--- src/rtl/cc_timer_pkg.sv ---
// Shared encodings and constants for the timestamp-driven timeout blocks.
package cc_timer_pkg;

  typedef enum logic [1:0] {
    UNIT_NS = 2'd0,
    UNIT_US = 2'd1,
    UNIT_MS = 2'd2,
    UNIT_S  = 2'd3
  } unit_e;

  typedef enum logic [1:0] {
    ST_IDLE = 2'd0,
    ST_RUN  = 2'd1,
    ST_DONE = 2'd2
  } state_e;

  localparam int RADIX_SUB = 1000;
  localparam int FIELD_MAX = 999;

  // Seconds roll over at the natural field width; sub-second fields roll at 1000.
  function automatic logic is_full_radix(unit_e u);
    return u == UNIT_S;
  endfunction

endpackage

--- src/rtl/cc_timeout_monitor_if.sv ---
// Control, timestamp and status bundle of cc_timeout_monitor.
interface cc_timeout_monitor_if #(parameter int FW = 10);

  logic          start;
  logic          cancel;
  logic [FW-1:0] dur_val;
  logic [1:0]    dur_unit;
  logic [FW-1:0] nanos;
  logic [FW-1:0] micros;
  logic [FW-1:0] milis;
  logic [FW-1:0] segs;
  logic          busy;
  logic          expired;
  logic          timed_out;
  logic          err;
  logic [FW:0]   remaining;

  modport master (
    output start, cancel, dur_val, dur_unit, nanos, micros, milis, segs,
    input  busy, expired, timed_out, err, remaining
  );

  modport slave (
    input  start, cancel, dur_val, dur_unit, nanos, micros, milis, segs,
    output busy, expired, timed_out, err, remaining
  );

endinterface

--- src/rtl/tm_field_delta.sv ---
// Modular forward distance from prev to cur for a wrapping timestamp field.
module tm_field_delta
  import cc_timer_pkg::*;
#(
  parameter int FW = 10
) (
  input  logic [FW-1:0] cur,
  input  logic [FW-1:0] prev,
  input  logic          full_radix,
  output logic [FW-1:0] delta
);

  always_comb begin
    delta = cur - prev;
    // A radix-1000 field that went "backwards" wrapped through 999 -> 0.
    if (!full_radix && (cur < prev)) begin
      delta = FW'(({1'b0, cur} + (FW+1)'(RADIX_SUB)) - {1'b0, prev});
    end
  end

endmodule

--- src/rtl/cc_timeout_monitor.sv ---
// Counts a requested duration down against an external free-running time counter.
module cc_timeout_monitor
  import cc_timer_pkg::*;
#(
  parameter int FW      = 10,
  parameter int MAX_DUR = 999
) (
  input  logic                 CLK,
  input  logic                 reset,
  cc_timeout_monitor_if.slave  bus
);

  localparam logic [FW-1:0] MAX_DUR_V = FW'(MAX_DUR);

  state_e        state_q, state_d;
  unit_e         unit_q, unit_d;
  logic [FW-1:0] prev_q, prev_d;
  logic [FW:0]   rem_q, rem_d;
  logic          exp_q, exp_d;
  logic          to_q, to_d;
  logic          err_q, err_d;
  logic [FW-1:0] run_field, arm_field, delta;

  function automatic logic [FW-1:0] pick(unit_e u, logic [FW-1:0] ns, logic [FW-1:0] us,
                                         logic [FW-1:0] ms, logic [FW-1:0] s);
    case (u)
      UNIT_NS: return ns;
      UNIT_US: return us;
      UNIT_MS: return ms;
      default: return s;
    endcase
  endfunction

  assign run_field = pick(unit_q, bus.nanos, bus.micros, bus.milis, bus.segs);
  assign arm_field = pick(unit_e'(bus.dur_unit), bus.nanos, bus.micros, bus.milis, bus.segs);

  tm_field_delta #(.FW(FW)) u_delta (
    .cur        (run_field),
    .prev       (prev_q),
    .full_radix (is_full_radix(unit_q)),
    .delta      (delta)
  );

  always_comb begin
    state_d = state_q;
    unit_d  = unit_q;
    prev_d  = prev_q;
    rem_d   = rem_q;
    exp_d   = 1'b0;
    to_d    = to_q;
    err_d   = 1'b0;
    if (bus.cancel) begin
      state_d = ST_IDLE;
      rem_d   = '0;
      to_d    = 1'b0;
    end else if (bus.start && (bus.dur_val > MAX_DUR_V)) begin
      // Rejected request: everything else holds, including prev, so no time is lost.
      err_d = 1'b1;
    end else if (bus.start) begin
      unit_d = unit_e'(bus.dur_unit);
      prev_d = arm_field;
      if (bus.dur_val == '0) begin
        state_d = ST_DONE;
        rem_d   = '0;
        exp_d   = 1'b1;
        to_d    = 1'b1;
      end else begin
        state_d = ST_RUN;
        rem_d   = {1'b0, bus.dur_val};
        to_d    = 1'b0;
      end
    end else if (state_q == ST_RUN) begin
      prev_d = run_field;
      if (rem_q <= {1'b0, delta}) begin
        state_d = ST_DONE;
        rem_d   = '0;
        exp_d   = 1'b1;
        to_d    = 1'b1;
      end else begin
        rem_d = rem_q - {1'b0, delta};
      end
    end
  end

  always_ff @(posedge CLK) begin
    if (reset) begin
      state_q <= ST_IDLE;
      unit_q  <= UNIT_NS;
      prev_q  <= '0;
      rem_q   <= '0;
      exp_q   <= 1'b0;
      to_q    <= 1'b0;
      err_q   <= 1'b0;
    end else begin
      state_q <= state_d;
      unit_q  <= unit_d;
      prev_q  <= prev_d;
      rem_q   <= rem_d;
      exp_q   <= exp_d;
      to_q    <= to_d;
      err_q   <= err_d;
    end
  end

  assign bus.busy      = (state_q == ST_RUN);
  assign bus.expired   = exp_q;
  assign bus.timed_out = to_q;
  assign bus.err       = err_q;
  assign bus.remaining = rem_q;

endmodule

--- src/flat_wrapper.sv ---
// flat-port wrapper written by rule: the top's interface ports become plain ports
module cc_timeout_monitor_flat import cc_timer_pkg::*;
#(
  parameter int FW      = 10,
  parameter int MAX_DUR = 999
)
  (CLK, reset, bus_start, bus_cancel, bus_dur_val, bus_dur_unit, bus_nanos, bus_micros, bus_milis, bus_segs, bus_busy, bus_expired, bus_timed_out, bus_err, bus_remaining);
  cc_timeout_monitor_if #(.FW(FW)) bus_i ();
  input  logic CLK;
  input  logic reset;
  input wire logic [$bits(bus_i.start)-1:0] bus_start;
  input wire logic [$bits(bus_i.cancel)-1:0] bus_cancel;
  input wire logic [$bits(bus_i.dur_val)-1:0] bus_dur_val;
  input wire logic [$bits(bus_i.dur_unit)-1:0] bus_dur_unit;
  input wire logic [$bits(bus_i.nanos)-1:0] bus_nanos;
  input wire logic [$bits(bus_i.micros)-1:0] bus_micros;
  input wire logic [$bits(bus_i.milis)-1:0] bus_milis;
  input wire logic [$bits(bus_i.segs)-1:0] bus_segs;
  output wire logic [$bits(bus_i.busy)-1:0] bus_busy;
  output wire logic [$bits(bus_i.expired)-1:0] bus_expired;
  output wire logic [$bits(bus_i.timed_out)-1:0] bus_timed_out;
  output wire logic [$bits(bus_i.err)-1:0] bus_err;
  output wire logic [$bits(bus_i.remaining)-1:0] bus_remaining;
  assign bus_i.start = bus_start;
  assign bus_i.cancel = bus_cancel;
  assign bus_i.dur_val = bus_dur_val;
  assign bus_i.dur_unit = bus_dur_unit;
  assign bus_i.nanos = bus_nanos;
  assign bus_i.micros = bus_micros;
  assign bus_i.milis = bus_milis;
  assign bus_i.segs = bus_segs;
  assign bus_busy = bus_i.busy;
  assign bus_expired = bus_i.expired;
  assign bus_timed_out = bus_i.timed_out;
  assign bus_err = bus_i.err;
  assign bus_remaining = bus_i.remaining;
  cc_timeout_monitor #(.FW(FW), .MAX_DUR(MAX_DUR)) u_core (.CLK(CLK), .reset(reset), .bus(bus_i));
endmodule
--- config.mk ---
export PLATFORM = sky130hd
export DESIGN_NAME = cc_timeout_monitor_flat
export DESIGN_NICKNAME = d
export VERILOG_FILES = /design/src/rtl/cc_timer_pkg.sv /design/src/rtl/cc_timeout_monitor_if.sv /design/src/rtl/tm_field_delta.sv /design/src/rtl/cc_timeout_monitor.sv /design/src/flat_wrapper.sv
export SDC_FILE = /design/constraint.sdc
export NUM_CORES = 1
export LEC_CHECK = 0
export CAP_MARGIN = 30
export CORE_MARGIN = 8
export CORE_UTILIZATION = 25
export DETAILED_ROUTE_END_ITERATION = 8
export SETUP_SLACK_MARGIN = 0.1
export SYNTH_ARGS = -nofsm -noshare
export SYNTH_HDL_FRONTEND = slang
export SYNTH_SLANG_ARGS = --single-unit
--- constraint.sdc ---
create_clock -name CLK -period 8.4 [get_ports CLK]
set_input_delay 1.68 -clock CLK [delete_from_list [all_inputs] [get_ports CLK]]
set_output_delay 1.68 -clock CLK [all_outputs]
set_load 0.1 [all_outputs]
Yosys cells after proc, flatten, opt, wreduce, memory -nomap -nowiden
Index checks and enable logic that the tools add are counted.

Input port bits: 56. Word-level logic and storage cells: 57. Output and inout bits: 15. Register bits: 28.

Eq/ne operators: 6. Add/sub/neg operators: 4. Bitwise operators: 2. Reductions and logical operators: 14. Magnitude comparators: 3. Multiplexer cells: 21.

Operators with widths (number): one-hot mux 10 bit (3 select lines) (2); two-way mux 10 bit (4); two-way mux 11 bit (3); subtractor 10 bit (2); less-or-equal comparator 11 x 10 -> 1 bit (1); subtractor 11 x 10 -> 11 bit (1); adder 10 bit (second input constant) (1); greater-than comparator 10 bit (second input constant) (1); zero test 10 bit (1); less-than comparator 10 bit (1); AND reduction 3 bit (3); two-way mux 1 bit (8); two-way mux 2 bit (4); == test 2 x 1 -> 1 bit (second input constant) (3); == test 2 bit (second input constant) (3); zero test 2 bit (2); nonzero test 2 bit (2); OR reduction 3 bit (1); logical AND 1 bit (2); NOT 1 bit (2); AND reduction 2 bit (1); OR reduction 2 bit (1); zero test 1 bit (1).

Longest topological paths before layout
Gate-level depths: netlist (run 1).

Depth after elaboration: 9. Depth in mapped cells: 22. Depth with buffers taken out: 20.

Modules after synthesis
From an unflattened synthesis (run 1), not the netlist that was laid out.

Cells, all modules: 398. Area total of the unflattened synthesis: 3300.7 um^2.

By module, submodules not included: cc_timeout_monitor (area an instance 2203.4 um^2, instances 1, sequential area each 540.5 um^2, cells an instance 255); tm_field_delta (area an instance 1097.3 um^2, instances 1, sequential area each 0.0 um^2, cells an instance 143).

Least setup slack after synthesis (run 1)
OpenSTA, ideal clock, no wires.

Path kind: input port to flip-flop. Start point: input bus_segs[2]. End point: register u_core.rem_q[6], in the netlist u_core.bus.remaining[6]. Stages on the path: 17. Setup time: 0.119 ns. Required time: 8.281 ns. Path buffers: 0. Path slack: 3.043 ns. Arrival time: 5.238 ns. Path through: mux4_2 > ha_1 > inv_1 > fa_1 > o21ba_2 > o211ai_1 > o41ai_2 > xnor2_1 > mux2i_1 > xor2_1 > ha_1 > nand4b_1 > nor3_1 > a21o_1 > a21oi_2 > and3_1 > o221a_2.

Longest elaborated chain between the ends: 8. Elaborated cells on any way between the ends: 12. Those cells by class: 4 x add/sub; 2 x order compare; 5 x mux; 1 x reduce/logical.

RTL lines: start, declared (line flat_wrapper.sv:18) `input wire logic [$bits(bus_i.segs)-1:0] bus_segs;`; one-hot mux 10 bit (3 select lines) * (line cc_timeout_monitor.sv:26) `case (u)`; adder 10 bit or less-than comparator 10 bit (tied branches) (line tm_field_delta.sv:17, tm_field_delta.sv:16); subtractor 10 bit or logical AND 1 bit (tied branches) (line tm_field_delta.sv:17, tm_field_delta.sv:16); two-way mux 10 bit * (line tm_field_delta.sv:16) `if (!full_radix && (cur < prev)) begin`; subtractor 11 x 10 -> 11 bit or less-or-equal comparator 11 x 10 -> 1 bit (tied branches) (line cc_timeout_monitor.sv:80, cc_timeout_monitor.sv:74); two-way mux 11 bit * (line cc_timeout_monitor.sv:74) `if (rem_q <= {1'b0, delta}) begin`; two-way mux 11 bit * (line cc_timeout_monitor.sv:72) `end else if (state_q == ST_RUN) begin`; two-way mux 11 bit * (line cc_timeout_monitor.sv:59) `end else if (bus.start) begin`; end signal, assigned (line cc_timeout_monitor.sv:98) `rem_q <= rem_d;`; end, declared (line cc_timeout_monitor.sv:18) `logic [FW:0] rem_q, rem_d;`.

Mark *: on every way between the ends. The rest lies on a longest branch, timed or not. The select of a mux whose other input is x is not followed. A chain may end at the register's enable or synchronous reset.

Final worst setup path (run 1)
Start point: input bus_segs[1]. End point: register u_core.to_q, in the netlist u_core.bus.timed_out.

Longest elaborated chain between the ends: 7. Elaborated cells on any way between the ends: 10. Those cells by class: 3 x add/sub; 2 x order compare; 2 x mux; 3 x reduce/logical.

RTL lines: one-hot mux 10 bit (3 select lines) * (line cc_timeout_monitor.sv:26); adder 10 bit or less-than comparator 10 bit (tied branches) (line tm_field_delta.sv:17, tm_field_delta.sv:16); subtractor 10 bit or logical AND 1 bit (tied branches) (line tm_field_delta.sv:17, tm_field_delta.sv:16); two-way mux 10 bit * (line tm_field_delta.sv:16); less-or-equal comparator 11 x 10 -> 1 bit * (line cc_timeout_monitor.sv:74); nonzero test 2 bit (no source line) *; AND reduction 3 bit (no source line) *; end signal, assigned (line cc_timeout_monitor.sv:100) `to_q <= to_d;`; end, declared (line cc_timeout_monitor.sv:20) `logic to_q, to_d;`.

Mark *: on every way between the ends. The rest lies on a longest branch, timed or not.

==> impl_metrics.sql, run 1 <==
INSERT INTO impl_metrics (metric_group, metric, value, unit) VALUES
('critical_path', 'reg2regPathDepth', '17', ''),
('min_path', 'worst_hold_path.endpoint', 'u_core.state_q[0]', ''),
('floorplanning', 'die_x', '128', 'um'),
('synth', 'ys_seq_elements', '27', ''),
('global_routing', 'grt.total_usage', '0.112', ''),
('critical_path', 'timing.rr.end', 'u_core.bus.timed_out', ''),
('synth', 'synth.area.top_cells', 'dfxtp_1 17%, mux4_2 14%, ha_1 13%, nand2_1 5.0%, inv_1 4.3%', ''),
('critical_path', 'crit_type', 'in -> reg', ''),
('floorplanning', 'die_h', '128', 'um'),
('pwr', 'vdd_drop_max', '0.0000931', 'V'),
('timing', 'totalNegativeSetupSlack', '0', 'ns'),
('timing', 'drv_slew', '0', ''),
('global_routing', 'pin_count_of_the_biggest_net_entering_global_routing', '24', ''),
('synth', 'syn_avg_cell_area', '8.54', 'sq um'),
('clock_tree', 'clk_pin_slew', '0.07', 'ns'),
('place', 'port_buffers', '70', ''),
('critical_path', 'worst-endpoint-required', '8.57', 'ns'),
('global_routing', 'overflow', '0', ''),
('clock_tree', 'post_cts_buffers', '0', ''),
('synth', 'yosys_most_used_dff', 'dfxtp_1', ''),
('timing', 'post-route-period-util', '0.741', ''),
('synth', 'synthCells', '368', ''),
('critical_path', 'reg2reg_from', 'u_core.unit_q[0]', ''),
('layout', 'antennaDiodeCount', '0', ''),
('timing', 'slew_headroom', '0.325', ''),
('status', 'status', 'complete, no violations', ''),
('synth', 'ffs_w_async_s_r_synth', '0', ''),
('layout', 'number_of_filler_instances_in_the_final_layout', '1303', ''),
('detailed_routing', 'drc_errors', '0', ''),
('critical_path', 'worstSetupPathDepth', '19', ''),
('critical_path', 'timing.critical_path.to_type', 'register', ''),
('detailed_routing', '1st_pass_router_iterations', '5', ''),
('global_routing', 'antenna_violations_before_repair', '0', ''),
('floorplanning', 'floorplan.core_area', '12500', 'sq um'),
('critical_path', 'critical_path.cell_chain', 'clkdlybuf4s50_1 -> mux4_2 -> ha_1 -> ha_1 -> inv_1 -> fa_1 -> o21ba_2 -> o211ai_1 -> o41ai_2 -> xnor2_1 -> mux2i_1 -> xor2_1 -> ha_1 -> nand4b_1 -> nor3_1 -> a21o_1 -> a21oi_2 -> o21ai_0 -> o211a_1', ''),
('flow_run', 'drv.max_cap_violation_count', '0', ''),
('detailed_routing', 'detail_route.iter0.violations', '105', ''),
('critical_path', 'timing.reg2reg.setup_slack', '3.02', 'ns'),
('synth', 'syn-num-nets', '463', ''),
('timing', 'setup_ws', '2.18', 'ns'),
('synth', 'yosys_warnings', '0', ''),
('detailed_routing', 'post_drt_via_cell_ratio', '4.90', ''),
('clock_tree', 'tritoncts', 'done', ''),
('clock_tree', 'inserted_clock_buffers', '3', ''),
('floorplanning', 'placementRows', '41', ''),
('timing', 'timing.final.crit_period', '6.22', 'ns'),
('critical_path', 'crit_path_max_fanout', '12', ''),
('timing', 'setup_viol_count_final', '0', ''),
('synth', 'synth_enable_flop_cells', '0', ''),
('pwr', 'pwr_density_cell', '160', 'nW/um^2'),
('critical_path', 'crit_path_start_kind', 'primary input', ''),
('detailed_routing', 'drt-wirelength-per-cell', '15.3', 'um'),
('layout', 'multi_input_area', '2390', 'sq um'),
('synth', 'seq_area_frac_synth', '0.172', ''),
('clock_tree', 'cts_sinks', '27', ''),
('critical_path', 'crit_path_top_cell_by_count', 'ha_1', ''),
('critical_path', 'max_stage_delay', '0.52', 'ns'),
('timing', 'hold_violations', '0', ''),
('timing', 'worst-slew-pin-transition', '1.01', 'ns'),
('place', 'dp_worst_setup_slack', '1.88', 'ns'),
('clock_tree', 'clockRootBuffer', 'clkbuf_16', ''),
('detailed_routing', 'wl', '9210', 'um'),
('timing', 'fmaxAchievable', '161', 'MHz'),
('clock_tree', 'clock_latency', '0.27', 'ns'),
('clock_tree', 'post_cts_resize_count', '0', ''),
('synth', 'yosys.cell_count.top_type', 'nand2_1', ''),
('place', 'place_congestion', '0.868', ''),
('clock_tree', 'ctsLongestPathBuffers', '2', ''),
('detailed_routing', 'route.antenna.remaining_nets', '0', ''),
('layout', 'number_of_nets_in_the_layout', '526', ''),
('synth', 'synth.cells.most_frequent', '42 x nand2_1, 36 x inv_1, 33 x ha_1', '');
[worst register-to-register path: cells and delay by family, from the launching register on]
kind,cells,cell delay [ns]
AND/OR/NAND/NOR,2,0.24
buffers and inverters,1,0.10
AO/OA/AOI/OAI,7,1.63
flip-flops,1,0.86
adder cells (fa/ha/maj),3,1.23
XOR/XNOR,2,0.37
multiplexers,2,0.84
[worst max path at each step]
stage                              end  slack [ns]   startpoint
6_report          u_core.bus.timed_out        2.18  bus_segs[1]
5_1_grt           u_core.bus.timed_out        1.89  bus_segs[2]
4_1_cts           u_core.bus.timed_out        2.15  bus_segs[1]
3_5_place_dp      u_core.bus.timed_out        1.88  bus_segs[1]
3_3_place_gp      u_core.bus.timed_out        1.98  bus_segs[2]
2_1_floorplan  u_core.bus.remaining[6]        3.04  bus_segs[2]
[flip-flops by register name (all words and copies together), names as in the netlist]
register / count
u_core.state_q: 1
u_core.bus.expired: 1
u_core.unit_q: 2
u_core.bus.err: 1
u_core.prev_q: 10
u_core.bus.timed_out: 1
u_core.bus.remaining: 11
[layout by cell type (no fill, tap or decap), drive strengths merged, types with 4 or more instances in the layout]
| cell type | instances |
|---|---|
| nor3 | 6 |
| dfxtp | 27 |
| a21o | 6 |
| xor2 | 7 |
| ha | 33 |
| a311oi | 10 |
| nand2 | 42 |
| fa | 6 |
| o21ai | 23 |
| clkdlybuf4s50 | 70 |
| inv | 37 |
| a211oi | 4 |
| nor2 | 30 |
| a21oi | 21 |
| xnor2 | 12 |
| mux4 | 20 |
| nand3 | 5 |
| a22oi | 5 |
| mux2i | 4 |
| a31oi | 5 |
[metrics by stage]
step / instance area [sq um] / hold slack (ns) / utilization
final: 4090 / 0.470 / 0.328
after global routing: 4090 / 0.530 / 0.328
after CTS: 4090 / 0.470 / 0.328
after detailed placement: 4000 / 0.458 / 0.321
after global placement: 4000 / 0.461 / 0.321
after floorplan: 3140 / 0.442 / -
[metal layers]
layer | GRT usage | part of all wire
met1 | 0.129 | 0.45
met3 | 0.0137 | 0.033
met5 | 0 | 0
met2 | 0.210 | 0.51
met4 | 0.0294 | 0.013
[power by group]
| group | switching, mW | internal, mW | total (mW) |
|---|---|---|---|
| registers | 0.00786 | 0.135 | 0.143 |
| logic | 0.220 | 0.175 | 0.395 |
| clock network | 0.0512 | 0.0661 | 0.117 |
[logic make-up after synthesis]
group / synth area share
and+or+nand+nor: 0.148
xor gates and xnor gates: 0.0529
buffers and inverters: 0.0665
adders and majority gates: 0.170
AOI/OAI and AO/OA: 0.235
muxes: 0.156
DFF: 0.172
[layout make-up]
| class | count | share of cell area |
|---|---|---|
| inverter | 37 | 0.0340 |
| sequential | 27 | 0.132 |
| tap | 172 | 0.0526 |
| clock inverter | 1 | 0.00214 |
| multi-input combinational | 290 | 0.586 |
| clock buffer | 3 | 0.0184 |
| timing repair buffer | 72 | 0.175 |
Note: power is estimated with default switching activity, not from simulation.
==> run 2: changes to the inputs <==
==> constraint.sdc (replaced) <==
create_clock -name CLK -period 6.25 [get_ports CLK]
set_input_delay 1.25 -clock CLK [delete_from_list [all_inputs] [get_ports CLK]]
set_output_delay 1.25 -clock CLK [all_outputs]
set_load 0.1 [all_outputs]
==> run 2 against run 1 <==
Net effect:
- sequential share of layout area is essentially flat
- setup slack lost 1.6 ns
- sequential power grew 34%
- cell count grew 0.33%
- largest cell class unchanged
==> impl_metrics.sql, run 2 (synthesis results as in run 1) <==
INSERT INTO impl_metrics (metric_group, metric, value, unit) VALUES
('detailed_routing', 'drc_errors', '0', ''),
('layout', 'number_of_nets_in_the_layout', '528', ''),
('layout', 'areaGrowthSynthToFinish', '30.5', '%'),
('clock_tree', 'clk_pin_slew', '0.08', 'ns'),
('timing', 'post-route-period-util', '0.907', ''),
('timing', 'fmaxAchievable', '176', 'MHz'),
('floorplanning', 'placementRows', '41', ''),
('detailed_routing', 'post_drt_via_cell_ratio', '4.88', ''),
('layout', 'stdcell_area', '4100', 'sq um'),
('pwr', 'switching_share', '0.425', ''),
('place', 'place_hpwl', '7720', 'um'),
('pwr', 'sequentialPowerShare', '0.216', ''),
('floorplanning', 'floorplan.core_area', '12500', 'sq um'),
('global_routing', 'grt_pass1_vias', '3109', ''),
('pwr', 'cell_leakage_power', '1.60', 'nW'),
('flow_run', 'drv.max_cap_violation_count', '0', ''),
('critical_path', 'reg2reg_from', 'u_core.unit_q[0]', ''),
('pwr', 'fin_total_pwr', '0.881', 'mW'),
('global_routing', 'grt_first_pass_wirelength', '15000', 'um'),
('detailed_routing', 'detail_route.iter0.violations', '130', ''),
('critical_path', 'timing.critical_path.to_type', 'register', ''),
('timing', 'unrepaired_setup_endpoints_after_global_routing', 'no', ''),
('detailed_routing', 'drt-wirelength-per-cell', '15.3', 'um'),
('place', 'postPlaceCellArea', '4020', 'sq um'),
('critical_path', 'crit_path_max_fanout', '12', ''),
('layout', 'finalNonFillerCells', '604', ''),
('critical_path', 'crit_path_start_kind', 'primary input', ''),
('layout', 'largest_register_ff_count', '11', ''),
('floorplanning', 'die_x', '128', 'um'),
('layout', 'layout_common_cells', '70 x clkdlybuf4s50_1, 42 x nand2_1, 36 x inv_1, 33 x ha_1, 30 x nor2_1', ''),
('critical_path', 'worst-endpoint-required', '6.42', 'ns'),
('timing', 'setup_viol_count_final', '0', ''),
('global_routing', 'antenna_violations_before_repair', '0', ''),
('detailed_routing', 'wl', '9240', 'um'),
('critical_path', 'timing.reg2reg.setup_slack', '1.06', 'ns'),
('layout', 'antennaDiodeCount', '0', ''),
('floorplanning', 'floorplan.io_pins', '71', ''),
('critical_path', 'reg2regPathDepth', '18', ''),
('timing', 'slew_headroom', '0.336', ''),
('place', 'place.detailed.instances', '600', ''),
('timing', 'worst-slew-pin-transition', '0.993', 'ns'),
('clock_tree', 'tritoncts', 'done', ''),
('timing', 'timing.hold.ws', '0.476', 'ns'),
('layout', 'most_common_cell_after_layout_fill_and_taps_aside', 'clkdlybuf4s50_1', ''),
('detailed_routing', 'route.vias.total', '2945', ''),
('critical_path', 'crit_type', 'in -> reg', ''),
('layout', 'layout.core_utilization', '0.329', ''),
('clock_tree', 'clock_latency', '0.27', 'ns'),
('global_routing', 'grt.total_usage', '0.113', ''),
('critical_path', 'crit_start', 'bus_segs[2]', ''),
('timing', 'setup_ws', '0.582', 'ns'),
('place', 'dp_worst_setup_slack', '0.342', 'ns'),
('global_routing', 'pin_count_of_the_biggest_net_entering_global_routing', '24', ''),
('pwr', 'combinationalPowerShare', '0.601', ''),
('min_path', 'hold_path.class', 'reg -> reg', ''),
('clock_tree', 'cts_sinks', '27', ''),
('pwr', 'pwr_density_cell', '215', 'nW/um^2'),
('clock_tree', 'ctsLongestPathBuffers', '2', ''),
('clock_tree', 'clockRootBuffer', 'clkbuf_16', ''),
('critical_path', 'timing.rr.end', 'u_core.bus.timed_out', ''),
('timing', 'fin_worst_skew', '0.00897', 'ns'),
('detailed_routing', 'route.antenna.remaining_nets', '0', ''),
('floorplanning', 'die_h', '128', 'um'),
('place', 'place_congestion', '0.878', ''),
('clock_tree', 'ctsHtreeMaxLevel', '1', ''),
('pwr', 'clkPwrFrac', '0.182', ''),
('pwr', 'power.switching', '0.374', 'mW'),
('pwr', 'internal_portion_of_total_power', '0.506', 'mW'),
('place', 'port_buffers', '70', ''),
('global_routing', 'overflow', '0', ''),
('pwr', 'vdd_drop_max', '0.000124', 'V'),
('floorplanning', 'initial_core_util', '0.252', ''),
('timing', 'hold_violations', '0', ''),
('layout', 'drive_gt1_frac', '0.0833', ''),
('clock_tree', 'post_cts_resize_count', '0', ''),
('clock_tree', 'post_cts_buffers', '0', ''),
('timing', 'totalNegativeSetupSlack', '0', 'ns'),
('detailed_routing', '1st_pass_router_iterations', '4', ''),
('timing', 'drv_slew', '0', ''),
('critical_path', 'worst_setup_path_endpoint', 'u_core.bus.timed_out', ''),
('clock_tree', 'inserted_clock_buffers', '3', ''),
('status', 'status', 'complete, no violations', ''),
('clock_tree', 'cts.hold.buffers_added', '0', ''),
('critical_path', 'critical_path_arrival', '5.84', 'ns'),
('timing', 'timing.final.crit_period', '5.67', 'ns'),
('floorplanning', 'die-area', '16400', 'sq um');
run 2: final cells by class:
type	instances	area [sq um]
fill	1284	8360
multi-input combinational	290	2390
timing repair buffer	74	731
sequential	27	541
tap	172	215
inverter	37	139
clock buffer	3	75.1
clock inverter	1	8.76
run 2: power by group through the flow:
stage          combinational [mW]  clock, mW  sequential, mW
2_1_floorplan               0.374          0           0.214
3_3_place_gp                0.523          0           0.195
3_5_place_dp                0.529          0           0.195
4_1_cts                     0.532      0.163           0.191
5_1_grt                     0.588      0.170           0.192
6_report                    0.530      0.161           0.191
run 2: worst max-delay path, cell delays in order:
cell and delay, ns:
clkdlybuf4s50_1 0.41, mux4_2 0.53, ha_1 0.42, inv_1 0.09, fa_1 0.47, o21ba_2 0.23
o211ai_1 0.25, o41ai_2 0.10, xnor2_1 0.15, mux2i_1 0.10, xor2_1 0.17, ha_1 0.42
nand4b_1 0.15, a21o_1 0.22, a21oi_2 0.44, o21ai_0 0.20, o211a_1 0.24
run 2: worst min-delay path by stage:
stage,from,end,slack [ns],depth (start not counted)
floorplan,u_core.state_q[0],u_core.state_q[0],0.44,2
global placement,u_core.state_q[0],u_core.state_q[0],0.46,2
detailed placement,u_core.state_q[0],u_core.state_q[0],0.46,2
CTS,u_core.state_q[0],u_core.state_q[0],0.47,2
global route,u_core.state_q[0],u_core.state_q[0],0.51,2
finish,u_core.state_q[0],u_core.state_q[0],0.48,2
run 2: per-layer routing:
layer	vias up	wire length (um)	part of all wire	GRT usage
met5	-	0	0	0
met4	0	111	0.012	0.0266
met3	6	378	0.041	0.0245
met2	64	4700	0.51	0.210
met1	1390	4050	0.44	0.128
li1	1485	-	-	-
